## src/rtl/alui_fsm_if.sv

```systemverilog
// Bus bundle for the ALU-immediate sequencer: instruction request in, register/ALU strobes out.
// The DUT connects through the slave modport; the bench or issuing logic uses master.
interface alui_fsm_if;
  logic        start;
  logic [3:0]  opCode;
  logic [5:0]  Ri;
  logic [5:0]  num;
  logic [15:0] out_to_bus;
  logic        done;
  logic        R0_write;
  logic        R1_write;
  logic        R2_write;
  logic        R3_write;
  logic        R0_read;
  logic        R1_read;
  logic        R2_read;
  logic        R3_read;
  logic [2:0]  ALU_opControl;
  logic        ALU_alu_out_en;
  logic        ALU_writeIN1;
  logic        ALU_writeIN2;
  logic        ALU_read;

  modport master (
    output start, opCode, Ri, num,
    input  out_to_bus, done,
    input  R0_write, R1_write, R2_write, R3_write,
    input  R0_read, R1_read, R2_read, R3_read,
    input  ALU_opControl, ALU_alu_out_en, ALU_writeIN1, ALU_writeIN2, ALU_read
  );

  modport slave (
    input  start, opCode, Ri, num,
    output out_to_bus, done,
    output R0_write, R1_write, R2_write, R3_write,
    output R0_read, R1_read, R2_read, R3_read,
    output ALU_opControl, ALU_alu_out_en, ALU_writeIN1, ALU_writeIN2, ALU_read
  );
endinterface

```

## src/rtl/alui_fsm.sv

```systemverilog
// Sequencer for one ALU-immediate instruction: fetch Rx, drive immediate, execute, write back.
// Define ALUI_SIGN_EXT_EN to sign-extend the 6-bit immediate; otherwise it is zero-extended.
module alui_fsm (
  input  logic       clk,
  input  logic       reset,
  alui_fsm_if.slave  bus
);

  typedef enum logic [2:0] {IDLE, FETCH, IMM, EXEC, WB, DONE} state_e;

  state_e      state_q, state_d;
  logic [2:0]  opCode_q, opCode_d;
  logic [1:0]  regSel_q, regSel_d;
  logic [5:0]  num_q, num_d;

  logic [15:0] immExt;
  logic [3:0]  regOneHot;
  logic [15:0] outBus;
  logic        doneOut;
  logic [3:0]  regWrite;
  logic [3:0]  regRead;
  logic [2:0]  aluOp;
  logic        aluEn;
  logic        aluIn1;
  logic        aluIn2;
  logic        aluRead;

  always_ff @(posedge clk) begin
    if (!reset) begin
      state_q  <= IDLE;
      opCode_q <= 3'd0;
      regSel_q <= 2'd0;
      num_q    <= 6'd0;
    end else begin
      state_q  <= state_d;
      opCode_q <= opCode_d;
      regSel_q <= regSel_d;
      num_q    <= num_d;
    end
  end

  // Only the low opcode bits and register select matter after capture; opCode[3] just picks the path.
  always_comb begin
    state_d  = state_q;
    opCode_d = opCode_q;
    regSel_d = regSel_q;
    num_d    = num_q;
    case (state_q)
      IDLE: begin
        if (bus.start) begin
          opCode_d = bus.opCode[2:0];
          regSel_d = bus.Ri[1:0];
          num_d    = bus.num;
          state_d  = bus.opCode[3] ? DONE : FETCH;
        end
      end
      FETCH:   state_d = IMM;
      IMM:     state_d = EXEC;
      EXEC:    state_d = WB;
      WB:      state_d = DONE;
      DONE:    state_d = IDLE;
      default: state_d = IDLE;
    endcase
  end

`ifdef ALUI_SIGN_EXT_EN
  assign immExt = {{10{num_q[5]}}, num_q};
`else
  assign immExt = {10'b0, num_q};
`endif

  assign regOneHot = 4'b0001 << regSel_q;

  always_comb begin
    outBus   = 16'h0000;
    doneOut  = 1'b0;
    regWrite = 4'b0000;
    regRead  = 4'b0000;
    aluOp    = 3'd0;
    aluEn    = 1'b0;
    aluIn1   = 1'b0;
    aluIn2   = 1'b0;
    aluRead  = 1'b0;
    case (state_q)
      FETCH: begin
        regRead = regOneHot;
        aluIn1  = 1'b1;
      end
      IMM: begin
        outBus = immExt;
        aluIn2 = 1'b1;
      end
      EXEC: begin
        aluOp = opCode_q;
        aluEn = 1'b1;
      end
      WB: begin
        aluOp    = opCode_q;
        aluRead  = 1'b1;
        regWrite = regOneHot;
      end
      DONE:    doneOut = 1'b1;
      default: ;
    endcase
  end

  assign bus.out_to_bus     = outBus;
  assign bus.done           = doneOut;
  assign bus.R0_write       = regWrite[0];
  assign bus.R1_write       = regWrite[1];
  assign bus.R2_write       = regWrite[2];
  assign bus.R3_write       = regWrite[3];
  assign bus.R0_read        = regRead[0];
  assign bus.R1_read        = regRead[1];
  assign bus.R2_read        = regRead[2];
  assign bus.R3_read        = regRead[3];
  assign bus.ALU_opControl  = aluOp;
  assign bus.ALU_alu_out_en = aluEn;
  assign bus.ALU_writeIN1   = aluIn1;
  assign bus.ALU_writeIN2   = aluIn2;
  assign bus.ALU_read       = aluRead;

endmodule

```

## src/flat_wrapper.sv

```systemverilog
// flat-port wrapper written by rule: the top's interface ports become plain ports
module alui_fsm_flat 
  (clk, reset, bus_start, bus_opCode, bus_Ri, bus_num, bus_out_to_bus, bus_done, bus_R0_write, bus_R1_write, bus_R2_write, bus_R3_write, bus_R0_read, bus_R1_read, bus_R2_read, bus_R3_read, bus_ALU_opControl, bus_ALU_alu_out_en, bus_ALU_writeIN1, bus_ALU_writeIN2, bus_ALU_read);
  alui_fsm_if bus_i ();
  input  logic clk;
  input  logic reset;
  input wire logic [$bits(bus_i.start)-1:0] bus_start;
  input wire logic [$bits(bus_i.opCode)-1:0] bus_opCode;
  input wire logic [$bits(bus_i.Ri)-1:0] bus_Ri;
  input wire logic [$bits(bus_i.num)-1:0] bus_num;
  output wire logic [$bits(bus_i.out_to_bus)-1:0] bus_out_to_bus;
  output wire logic [$bits(bus_i.done)-1:0] bus_done;
  output wire logic [$bits(bus_i.R0_write)-1:0] bus_R0_write;
  output wire logic [$bits(bus_i.R1_write)-1:0] bus_R1_write;
  output wire logic [$bits(bus_i.R2_write)-1:0] bus_R2_write;
  output wire logic [$bits(bus_i.R3_write)-1:0] bus_R3_write;
  output wire logic [$bits(bus_i.R0_read)-1:0] bus_R0_read;
  output wire logic [$bits(bus_i.R1_read)-1:0] bus_R1_read;
  output wire logic [$bits(bus_i.R2_read)-1:0] bus_R2_read;
  output wire logic [$bits(bus_i.R3_read)-1:0] bus_R3_read;
  output wire logic [$bits(bus_i.ALU_opControl)-1:0] bus_ALU_opControl;
  output wire logic [$bits(bus_i.ALU_alu_out_en)-1:0] bus_ALU_alu_out_en;
  output wire logic [$bits(bus_i.ALU_writeIN1)-1:0] bus_ALU_writeIN1;
  output wire logic [$bits(bus_i.ALU_writeIN2)-1:0] bus_ALU_writeIN2;
  output wire logic [$bits(bus_i.ALU_read)-1:0] bus_ALU_read;
  assign bus_i.start = bus_start;
  assign bus_i.opCode = bus_opCode;
  assign bus_i.Ri = bus_Ri;
  assign bus_i.num = bus_num;
  assign bus_out_to_bus = bus_i.out_to_bus;
  assign bus_done = bus_i.done;
  assign bus_R0_write = bus_i.R0_write;
  assign bus_R1_write = bus_i.R1_write;
  assign bus_R2_write = bus_i.R2_write;
  assign bus_R3_write = bus_i.R3_write;
  assign bus_R0_read = bus_i.R0_read;
  assign bus_R1_read = bus_i.R1_read;
  assign bus_R2_read = bus_i.R2_read;
  assign bus_R3_read = bus_i.R3_read;
  assign bus_ALU_opControl = bus_i.ALU_opControl;
  assign bus_ALU_alu_out_en = bus_i.ALU_alu_out_en;
  assign bus_ALU_writeIN1 = bus_i.ALU_writeIN1;
  assign bus_ALU_writeIN2 = bus_i.ALU_writeIN2;
  assign bus_ALU_read = bus_i.ALU_read;
  alui_fsm u_core (.clk(clk), .reset(reset), .bus(bus_i));
endmodule
```

## config.mk

```make
export PLATFORM = sky130hd
export DESIGN_NAME = alui_fsm_flat
export DESIGN_NICKNAME = d
export VERILOG_FILES = /design/src/rtl/alui_fsm_if.sv /design/src/rtl/alui_fsm.sv /design/src/flat_wrapper.sv
export SDC_FILE = /design/constraint.sdc
export NUM_CORES = 1
export LEC_CHECK = 0
export ABC_AREA = 0
export CAP_MARGIN = 20
export CELL_PAD_IN_SITES_DETAIL_PLACEMENT = 1
export CELL_PAD_IN_SITES_GLOBAL_PLACEMENT = 2
export CORE_MARGIN = 3
export CORE_UTILIZATION = 17
export CTS_CLUSTER_SIZE = 14
export DETAILED_ROUTE_END_ITERATION = 8
export GPL_TIMING_DRIVEN = 0
export PLACE_DENSITY_LB_ADDON = 0.05
export SLEW_MARGIN = 20
export SYNTH_ARGS = -nofsm -noshare
export SYNTH_HDL_FRONTEND = slang
export SYNTH_SLANG_ARGS = --single-unit
export TNS_END_PERCENT = 30
```

## constraint.sdc

```tcl
create_clock -name clk -period 1.5 [get_ports clk]
set_clock_uncertainty 0.1 [all_clocks]
set_input_delay 0.3 -clock clk [delete_from_list [all_inputs] [get_ports clk]]
set_output_delay 0.3 -clock clk [all_outputs]
set_load 0.01 [all_outputs]
```

## After elaboration in Yosys (flattened, before gate mapping)

Cells that the tools add are included.

| operators by class | value |
|---|---|
| equal/unequal tests | 6 |
| shifts and indexed selects | 1 |
| muxes and demuxes | 12 |
| reductions and logical operators | 3 |

Operators by type and width:

| kind | number |
|---|---|
| 3-bit one-hot mux with 5 select lines | 1 |
| 3-bit two-way mux | 3 |
| 4-bit two-way mux | 2 |
| 3-bit by 2-bit equality test with 1-bit output (second input constant) | 2 |
| 3-bit equality test (second input constant) | 2 |
| 6-bit two-way mux | 1 |
| 1-bit two-way mux | 5 |
| 1-bit by 2-bit left shift with 4-bit output (first input constant) | 1 |
| 3-bit by 1-bit equality test with 1-bit output (second input constant) | 1 |
| 3-bit zero test | 1 |
| 2-bit != test (second input constant) | 1 |
| 2-bit AND reduction | 1 |
| 2-bit OR reduction | 1 |

| storage, ports and cells | value |
|---|---|
| bits in registers | 14 |
| input port bits | 19 |
| logic and storage cells | 26 |

## Logic depth before layout (Yosys ltp)

Gate-level depths: netlist of run 1.

| logic depth | value |
|---|---|
| word-level depth | 3 |
| mapped depth | 4 |
| gate-level depth less buffers | 2 |

## Least setup slack after synthesis of run 1

No wires, ideal clock.

| path | value |
|---|---|
| path type | flip-flop to output port |
| from | register u_core.state_q[2] |
| to | output port bus_R0_read |
| arrival | 1.145 ns |
| required time | 1.100 ns |
| path slack | -0.045 ns |
| cell stages (with the launch flop) | 4 |
| cell sequence | dfxtp_1 -> buf_4 -> or3b_1 -> nor3_1 |

| on the way | value |
|---|---|
| word-level cells in the longest chain between the ends | 2 |

RTL lines:

| item | line | text |
|---|---|---|
| start: declaration | alui_fsm.sv:11 | `state_e state_q, state_d;` |
| start signal: assignment | alui_fsm.sv:35 | `state_q <= state_d;` |
| 3-bit by 1-bit equality test with 1-bit output | alui_fsm.sv:84 | `case (state_q)` |
| 4-bit two-way mux | alui_fsm.sv:84 |  |
| end: declaration | flat_wrapper.sv:17 | `output wire logic [$bits(bus_i.R0_read)-1:0] bus_R0_read;` |

Every way passes these cells.

## Worst setup path after layout of run 1

| path | value |
|---|---|
| from | register u_core.state_q[2] |
| to | output port bus_ALU_opControl[0] |

| on the way | value |
|---|---|
| word-level cells in the longest chain between the ends | 3 |

RTL lines:

| item | line | text |
|---|---|---|
| 3-bit by 2-bit equality test with 1-bit output or 3-bit equality test (tied branches) | alui_fsm.sv:84 |  |
| 2-bit OR reduction (no source line) * | -- |  |
| 3-bit two-way mux * | alui_fsm.sv:84 |  |
| end: declaration | flat_wrapper.sv:21 | `output wire logic [$bits(bus_i.ALU_opControl)-1:0] bus_ALU_opControl;` |

Mark *: on every way between the ends. The rest lies on a longest branch, timed or not.

==> metrics.md, run 1 <==
| Metric | Value |
|---|---|
| IO Port Bufs | 36 |
| Die ar. | 0.00596 mm2 |
| Fraction of layout cells with a size suffix above 1 | 0.444 |
| Number of global-route vias before repair | 912 |
| Worst Path Class, Setup | reg -> out |
| Area grow syn2layout | 70.7% |
| Fmax | 0.541 GHz |
| Max H-tree Level | 1 |
| Number of synthesis warnings | 0 |
| Fin. Hold Viols | 0 |
| Slowest cell on the critical path | or3b_4 |
| Clock Latency Late Sink | 0.24 ns |
| Leakage power | 0.698 nW |
| Crit end category | primary output |
| Top delay family on crit path | simple AND/OR/NAND/NOR gates |
| # IOs | 51 |
| Dpl hpwl | 1850 um |
| Yosys reg bits | 14 |
| Iteration count of the initial detailed-routing pass | 4 |
| Root Buffer | clkbuf_8 |
| First-pass GRT wire length | 4280 um |
| Grt ovf | 0 |
| Nets | 182 |
| Max-Cap Viols | 0 |
| Fin crit share | 1.23 |
| Highest net fanout along the worst path | 8 |
| Post-synth ARST share | 0 |
| Iteration-0 DRC Markers | 17 |
| Clk pin slew, worst setup/hold paths | 0.06 ns |
| Area after DPL | 0.00135 mm2 |
| Largest net degree at the start of global routing | 11 |
| DR DRC count | 0 |
| Setup Viol. Count Final | 20 |
| Initial core utilization | 0.179 |
| Minimum clock period | 1.85 ns |
| Final std cells w/o fill | 229 |
| Initial antenna violation count | 0 |
| CP Data Arrival Time | 1.45 ns |
| Number of nets with antenna violations after routing | 0 |
| Register area share after synthesis | 0.325 |
| Pins Over Slew Limit | 0 |
| # clock sinks | 14 |
| Setup repair after global routing missed its margin | true |
| Die Wd | 77.2 um |
| Cell area after layout | 0.00147 mm2 |
| Final WL | 2530 um |
| Critical Path RT | 1.10 ns |
| Dpl cells | 215 |
| Violated checks | setup timing |
| Status | complete, but fails checks |
| Total Negative Setup Slacks | -4.86 ns |
| Tot Pwr | 1.28 mW |
| Cell variety after synth | 24 |
| Hold-fix buffers, CTS | 0 |
| Core box area | 0.00482 mm2 |
| EDFF count, synth | 0 |
| PD cells | 868 mW/mm2 |
| Crit path buffers/inverters | 2 |
| Cells after Synth | 103 |
| Routability congestion estimate | 0.676 |
| Peak supply drop | 0.316 mV |
| Total CTS buffers | 3 |
| Via density | 3.61 |
| Synthesized area per cell | 8.37 um2 |
| CP Launch Type | flop |
| CTS tree | built |
| Vias | 826 |
| Number of cell rows | 25 |
| Most used DFF post-synth | dfxtp_1 |
| ANT cells | 0 |
| Worst stage delay on the critical path | 0.46 ns |
| All-Layer GR Usage | 0.0890 |
| Worst-case clock buffer depth | 2 |
| Synthesized area | 862 um2 |
| Chip height | 77.2 um |
| Min setup slack post-route | -0.350 ns |
| Drt wl/cell | 11.0 um |
| Hold crit path type | reg -> reg |
| CP Cell Sequence | buf_6 -> or3b_4 -> a21boi_2 -> buf_2 |
-- Yosys cell counts, types with 2 or more instances --
cell type	instances	share of area
nor2_1	7	0.030
or3b_1	3	0.030
nand2_1	24	0.10
a21boi_2	3	0.039
nor3_1	3	0.017
and2_1	6	0.044
nand2b_1	2	0.015
clkbuf_1	2	0.0087
buf_4	11	0.096
mux2i_1	11	0.13
inv_1	3	0.013
dfxtp_1	14	0.33
buf_6	3	0.039
-- area by class of cell --
type	count	area [um2]
fill	602	3350
multi-input combinational	77	505
timing repair buffer	48	410
sequential	14	284
buffer	15	118
tap	67	83.8
clock buffer	4	55.1
inverter	4	15.0
-- sequential cells by signal, summed over array words and instances, names as in the netlist --
name             cells
u_core.num_q         6
u_core.opCode_q      3
u_core.regSel_q      2
u_core.state_q       3
-- worst register-to-register path: cells and delay by family (launching register included) --
family / cells / cell delay, ns
flip-flops: 1 / 0.31
AND/OR/NAND/NOR: 1 / 0.31
buffers and inverters: 3 / 0.50
multiplexers: 1 / 0.21
-- final timing paths --
check                                         from                    to  slack, ns  depth (start not counted)
worst min register to register  u_core.opCode_q[2]    u_core.opCode_q[2]       0.36                          2
worst max-delay path             u_core.state_q[2]  bus_ALU_opControl[0]      -0.35                          4
worst max register to register   u_core.state_q[2]       u_core.num_q[0]       0.01                          5
worst min-delay path            u_core.opCode_q[2]    u_core.opCode_q[2]       0.36                          2
-- repair_timing --
item,4_1_cts,5_1_grt
endpoints found under the hold margin,0,0
setup buffers,9,3
endpoints found under the setup margin,32,31
resized for setup,103,12
pin swaps,12,8
-- metal layers --
layer / up-vias / GRT usage / part of all wire
li1: 425 / - / -
met1: 370 / 0.110 / 0.45
met2: 29 / 0.143 / 0.46
met3: 2 / 0.0293 / 0.080
met4: 0 / 0.0320 / 0.0091
met5: - / 0 / 0
-- through the flow --
| stage | util | worst slack (ns) | hold slack (ns) |
|---|---|---|---|
| 6_report | 0.305 | -0.350 | 0.355 |
| 5_1_grt | 0.305 | -0.443 | 0.384 |
| 3_5_place_dp | 0.279 | -0.604 | 0.353 |
| 2_1_floorplan | - | -0.0222 | 0.330 |
| 4_1_cts | 0.296 | -0.396 | 0.363 |
| 3_3_place_gp | 0.279 | -0.653 | 0.339 |
-- cell usage in the layout (no fill, tap or decap), types with 2 or more instances in the layout --
cell | netlist | final
conb_1 | 1 | 10
nor3_2 | 1 | 2
inv_1 | 3 | 3
nor3_1 | 3 | 2
a21boi_2 | 3 | 3
buf_2 | 1 | 14
clkbuf_8 | 0 | 4
nor2_2 | 0 | 3
nand2_1 | 24 | 24
and2_4 | 0 | 4
and2_1 | 6 | 2
dfxtp_2 | 0 | 3
nand2b_1 | 2 | 2
nor2_1 | 7 | 4
buf_4 | 11 | 19
dfxtp_1 | 14 | 11
clkdlybuf4s50_1 | 0 | 14
buf_6 | 3 | 13
mux2i_1 | 11 | 11
or3b_4 | 0 | 2
-- report_power, final --
group	internal (mW)	switching, mW
clock network	0.232	0.140
registers	0.417	0.0333
logic	0.261	0.193
total	0.910	0.367
-- kinds of logic after synthesis --
kind of cell | share of synthesized area
AO/OA/AOI/OAI | 0.0624
XOR/XNOR | 0.0102
buffers and inverters | 0.167
flip-flops | 0.325
multiplexers | 0.128
other | 0.00435
AND/OR/NAND/NOR | 0.303
Note: power is estimated with default switching activity, not from simulation.
==> run 2: changes to the inputs <==
--- a/config.mk
+++ b/config.mk
@@ -13,7 +13,7 @@
 export CORE_UTILIZATION = 17
 export CTS_CLUSTER_SIZE = 14
 export DETAILED_ROUTE_END_ITERATION = 8
-export GPL_TIMING_DRIVEN = 0
+export GPL_TIMING_DRIVEN = 1
 export PLACE_DENSITY_LB_ADDON = 0.05
 export SLEW_MARGIN = 20
 export SYNTH_ARGS = -nofsm -noshare
==> metrics.md, run 2 (synthesis gave the netlist of run 1 again) <==
| Metric | Value |
|---|---|
| Status | complete, but fails checks |
| Violated checks | setup timing |
| Nets | 178 (-2.2%) |
| Fillers | 609 (+1.2%) |
| Area after DPL | 0.00132 mm2 (-1.8%) |
| Total Negative Setup Slacks | -5.42 ns (-0.554 ns) |
| Final std cells w/o fill | 225 (-1.7%) |
| CTS tree | built |
| CP Launch Type | flop |
| Number of global-route vias before repair | 947 (+3.8%) |
| Slowest cell on the critical path | or3b_4 |
| Comb power frac | 0.360 (+0.004) |
| Hold crit path type | reg -> reg |
| Drt wl/cell | 11.3 um (+1.9%) |
| Clock power share | 0.289 (-0.003) |
| Initial antenna violation count | 0 (unchanged) |
| Setup repair after global routing missed its margin | true |
| Max H-tree Level | 1 (unchanged) |
| Die Wd | 77.2 um (unchanged) |
| Minimum clock period | 1.82 ns (-0.0330 ns) |
| # IOs | 51 (unchanged) |
| Worst stage delay on the critical path | 0.44 ns (-0.02 ns) |
| Number of nets with antenna violations after routing | 0 (unchanged) |
| Crit end category | primary output |
| Multi-input gate area in the final layout | 490 um2 (-3.0%) |
| Die ar. | 0.00596 mm2 (unchanged) |
| Worst Hold Path Cells | 2 (unchanged) |
| Core box area | 0.00482 mm2 (unchanged) |
| Setup Viol. Count Final | 23 (+15%) |
| Cell area after layout | 0.00143 mm2 (-3.1%) |
| Worst Path Class, Setup | reg -> out |
| Sw Pwr | 0.366 mW (-0.34%) |
| IO Port Bufs | 36 (unchanged) |
| Iteration-0 DRC Markers | 27 (+10) |
| Worst-case clock buffer depth | 2 (unchanged) |
| Root Buffer | clkbuf_8 |
| Iteration count of the initial detailed-routing pass | 2 (-2) |
| Worst r2r dst | u_core.opCode_q[0] |
| Reg2reg setup slack | -0.01 ns (-0.02 ns) |
| ANT cells | 0 (unchanged) |
| Clock Latency Late Sink | 0.24 ns (about the same) |
| Fin. Hold Viols | 0 (unchanged) |
| Initial core utilization | 0.179 (unchanged) |
| Number of cell rows | 25 (unchanged) |
| Vias | 848 (+2.7%) |
| Register name with the most flops | u_core.num_q |
| Max-Cap Viols | 0 (unchanged) |
| Min setup slack post-route | -0.317 ns (+0.0330 ns) |
| CP Data Arrival Time | 1.42 ns (-0.03 ns) |
| Hold-fix buffers, CTS | 0 (unchanged) |
| Leakage power | 0.668 nW (-4.3%) |
| CP Cell Sequence | or3b_4 -> buf_6 -> nor3_4 -> buf_2 |
| All-Layer GR Usage | 0.0894 (+0.000402) |
| Worst-case reg-to-reg path depth | 6 (+1) |
| Largest register FFs | 6 (unchanged) |
| Pre-CTS setup slack | -0.554 ns (+0.0493 ns) |
| Hold Crit Start | u_core.num_q[2] |
| Dpl cells | 212 (-1.4%) |
| Chip height | 77.2 um (unchanged) |
| Grt ovf | 0 (unchanged) |
| Routability congestion estimate | 0.721 (+6.7%) |
| Fin crit share | 1.21 (-0.0220) |
| DR DRC count | 0 (unchanged) |
| Highest net fanout along the worst path | 7 (-1) |
| Critical Path RT | 1.10 ns (about the same) |
| Final WL | 2530 um (+0.16%) |
| Via density | 3.77 (+4.5%) |
| # clock sinks | 14 (unchanged) |
| Storage cell area | 284 um2 (unchanged) |
| Hold EP | u_core.num_q[2] |
| Pins Over Slew Limit | 0 (unchanged) |
| Area grow syn2layout | 65.5% |
| Switching share of total power | 0.287 (-0.000503) |
| Largest net degree at the start of global routing | 23 (+12) |
| Utilization after layout | 0.296 (-0.00935) |
| Most frequent cells in the layout | nand2_1 (24), buf_2 (18), clkdlybuf4s50_1 (14) |
| Fraction of layout cells with a size suffix above 1 | 0.399 (-0.0457) |
| Clk pin slew, worst setup/hold paths | 0.06 ns (about the same) |
| Fmax | 0.550 GHz (+1.8%) |
| Reg-to-Reg Start | u_core.state_q[1] |
| Commonest non-fill, non-tap cell in the layout | nand2_1 |
| Total CTS buffers | 3 (unchanged) |
| Largest registers | u_core.num_q: 6 flops, u_core.opCode_q: 3 flops, u_core.state_q: 3 flops |
| Dpl hpwl | 1930 um (+4.0%) |
| First-pass GRT wire length | 4350 um (+1.8%) |
| Peak supply drop | 0.509 mV (+61%) |
| PD cells | 894 mW/mm2 (+3.0%) |
| Register share of total power | 0.351 (about the same) |
| Internal power | 0.910 mW (-0.10%) |
[run 2: cell types whose count changed in the layout (fill, tap and decap cells not counted), sizes merged]
cell	previous run	this run
buf	47	43
clkdlybuf4s15	0	1
clkbuf	6	5
[run 2: layer usage]
metal / up-vias / routed length [um] / GRT usage
met1: 391 / 1130 / 0.0992
met4: 0 / 15 / 0.0160
met5: - / 0 / 0
met3: 2 / 152 / 0.0293
met2: 31 / 1230 / 0.166
li1: 424 / - / -
[run 2: layout make-up]
type                    count  share of cell area
repair buffers             59               0.347
multi-input cells          77               0.344
well taps                  67              0.0588
clock buffers               4              0.0386
inverters                   4              0.0123
flip-flops and latches     14               0.199
[run 2: what timing repair did]
action / CTS / global route
resized for setup: 92 / 15
buffers inserted: 7 / 2
cloned: 0 / 0
pin swaps: 6 / 2
setup endpoints to repair: 32 / 33
[run 2: worst max-delay path by stage]
| stage | start | endpoint | depth (start not counted) |
|---|---|---|---|
| 4_1_cts | u_core.state_q[2] | bus_out_to_bus[0] | 6 |
| 5_1_grt | u_core.state_q[2] | bus_R0_write | 4 |
| 3_3_place_gp | u_core.state_q[2] | bus_ALU_opControl[1] | 3 |
| 3_5_place_dp | u_core.state_q[2] | bus_ALU_opControl[1] | 3 |
| 2_1_floorplan | u_core.state_q[1] | bus_R1_write | 4 |
| 6_report | u_core.state_q[2] | bus_R0_write | 4 |
[run 2: per-stage QoR]
stage / power (mW) / hold slack, ns
global route: 1.36 / 0.396
detailed placement: 0.842 / 0.350
finish: 1.28 / 0.357
CTS: 1.26 / 0.362
global placement: 0.833 / 0.339
floorplan: 0.686 / 0.330
[run 2: worst max-delay path, delay by kind of cell, from the launching register on]
family                 cells  cell delay (ns)
and+or+nand+nor            2             0.54
DFF                        1             0.34
buffers and inverters      2             0.29
[run 2: power by group through the flow]
| stage | registers, mW | logic (mW) | clock network, mW |
|---|---|---|---|
| floorplan | 0.440 | 0.246 | 0 |
| global placement | 0.447 | 0.386 | 0 |
| detailed placement | 0.450 | 0.393 | 0 |
| CTS | 0.446 | 0.427 | 0.388 |
| global route | 0.455 | 0.503 | 0.403 |
| finish | 0.448 | 0.459 | 0.369 |
==> run 3: changes to the inputs <==
--- a/config.mk
+++ b/config.mk
@@ -9,7 +9,6 @@
 export CAP_MARGIN = 20
 export CELL_PAD_IN_SITES_DETAIL_PLACEMENT = 1
 export CELL_PAD_IN_SITES_GLOBAL_PLACEMENT = 2
-export CORE_MARGIN = 3
 export CORE_UTILIZATION = 17
 export CTS_CLUSTER_SIZE = 14
 export DETAILED_ROUTE_END_ITERATION = 8
==> metrics.md, run 3 (synthesis gave the netlist of run 1 again) <==
| Metric | Value |
|---|---|
| Final std cells w/o fill | 232 (+3.1%) |
| Fraction of layout cells with a size suffix above 1 | 0.448 (+0.0498) |
| Dpl cells | 210 (-0.94%) |
| Drt wl/cell | 11.1 um (-1.1%) |
| Worst-case clock buffer depth | 2 (unchanged) |
| Initial antenna violation count | 0 (unchanged) |
| First-pass GRT wire length | 4000 um (-8.2%) |
| Highest net fanout along the worst path | 4 (-3) |
| # IOs | 51 (unchanged) |
| Fin crit share | 1.21 (-0.00192) |
| Switching share of total power | 0.298 (+0.0110) |
| IO Port Bufs | 36 (unchanged) |
| Status | complete, but fails checks |
| CP Launch Type | flop |
| Clk pin slew, worst setup/hold paths | 0.06 ns (about the same) |
| Root Buffer | clkbuf_8 |
| Via density | 3.76 (-0.16%) |
| CTS tree | built |
| Total CTS buffers | 3 (unchanged) |
| Sw Pwr | 0.370 mW (+1.1%) |
| Minimum clock period | 1.81 ns (-0.00288 ns) |
| Utilization after layout | 0.310 (+0.0137) |
| Final WL | 2580 um (+1.9%) |
| Violated checks | setup timing |
| Die Wd | 73.2 um (-5.2%) |
| Core box area | 0.00479 mm2 (-0.65%) |
| Worst Path Class, Setup | reg -> out |
| Dpl hpwl | 1840 um (-4.6%) |
| Number of global-route vias before repair | 878 (-7.3%) |
| Clock Latency Late Sink | 0.24 ns (about the same) |
| Iteration-0 DRC Markers | 8 (-70%) |
| Max-Cap Viols | 0 (unchanged) |
| Commonest non-fill, non-tap cell in the layout | nand2_1 |
| Die ar. | 0.00536 mm2 (-10%) |
| Largest registers | u_core.num_q: 6 flops, u_core.opCode_q: 3 flops, u_core.state_q: 3 flops |
| Chip height | 73.2 um (-5.2%) |
| All-Layer GR Usage | 0.0970 (+0.00762) |
| ANT cells | 0 (unchanged) |
| CP Data Arrival Time | 1.41 ns (about the same) |
| Fmax | 0.551 GHz (+0.16%) |
| Vias | 873 (+2.9%) |
| Setup Viol. Count Final | 25 (+8.7%) |
| Total Negative Setup Slacks | -4.49 ns (+0.927 ns) |
| Critical Path RT | 1.10 ns (about the same) |
| Comb power frac | 0.382 (+0.022) |
| Register name with the most flops | u_core.num_q |
| Most frequent cells in the layout | nand2_1 (24), buf_4 (19), buf_6 (17), buf_2 (17), clkdlybuf4s50_1 (14) |
| Initial core utilization | 0.180 (+0.00117) |
| Leakage power | 0.702 nW (+5.1%) |
| PD cells | 838 mW/mm2 (-6.3%) |
| Tot Pwr | 1.24 mW (-2.6%) |
| Hold crit path type | reg -> reg |
| Largest register FFs | 6 (unchanged) |
| Largest net degree at the start of global routing | 15 (-35%) |
| Area grow syn2layout | 72.0% |
| Routability congestion estimate | 0.718 (-0.36%) |
| Grt ovf | 0 (unchanged) |
| Setup repair after global routing missed its margin | true |
| Register share of total power | 0.365 (+0.014) |
| Fin. Hold Viols | 0 (unchanged) |
| Peak supply drop | 0.272 mV (-47%) |
| Number of cell rows | 25 (unchanged) |
| Max H-tree Level | 1 (unchanged) |
| # clock sinks | 14 (unchanged) |
| Clock power share | 0.254 (-0.035) |
| Number of nets with antenna violations after routing | 0 (unchanged) |
| Iteration count of the initial detailed-routing pass | 2 (unchanged) |
| Internal power | 0.872 mW (-4.1%) |
| Pins Over Slew Limit | 0 (unchanged) |
| Nets | 186 (+4.5%) |
| DR DRC count | 0 (unchanged) |
| Crit end category | primary output |
| Min setup slack post-route | -0.314 ns (+0.00288 ns) |
[run 3: metal layers]
metal  share of wire  GRT usage  up-vias
met3           0.063     0.0207        2
met2            0.52      0.177       31
met4          0.0074     0.0327        0
met1            0.41      0.111      402
li1                -          -      438
met5               0          0        -
[run 3: through the flow]
stage	setup WS (ns)	instance area (um2)	hold slack, ns
after floorplan	-0.0222	901	0.330
after global placement	-0.459	1310	0.340
after detailed placement	-0.488	1310	0.351
after CTS	-0.337	1410	0.365
after global routing	-0.372	1480	0.380
final	-0.314	1480	0.359
[run 3: cell type report]
| cell class | instances | area, um2 |
|---|---|---|
| fillers | 589 | 3300 |
| repair buffers | 67 | 559 |
| multi-input cells | 77 | 499 |
| flip-flops and latches | 14 | 284 |
| well taps | 67 | 83.8 |
| clock buffers | 3 | 41.3 |
| inverters | 4 | 15.0 |
[run 3: worst max-delay path, stage by stage (launching register included)]
cell     delay [ns]
dfxtp_2        0.33
buf_6          0.12
nor3b_2        0.17
buf_4          0.16
buf_6          0.10
buf_6          0.08
and2_4         0.12
buf_6          0.09
[run 3: what timing repair did]
item | CTS | global route
buffers inserted | 12 | 7
pin swaps | 14 | 4
gates resized for setup | 108 | 7
endpoints found under the setup margin | 22 | 31
hold buffers | 0 | 0
[run 3: power by group through the flow]
stage	clock network [mW]	registers, mW	logic [mW]
3_5_place_dp	0	0.455	0.374
5_1_grt	0.350	0.459	0.513
3_3_place_gp	0	0.453	0.373
6_report	0.315	0.453	0.474
2_1_floorplan	0	0.440	0.246
4_1_cts	0.327	0.452	0.432
[run 3: path summary, 6_finish.rpt]
check	startpoint	end	slack, ns	cells past startpoint
min reg2reg	u_core.opCode_q[0]	u_core.opCode_q[0]	0.36	2
max reg2reg	u_core.state_q[0]	u_core.num_q[1]	-0.01	6
max	u_core.state_q[0]	bus_out_to_bus[3]	-0.31	7
min	u_core.opCode_q[0]	u_core.opCode_q[0]	0.36	2
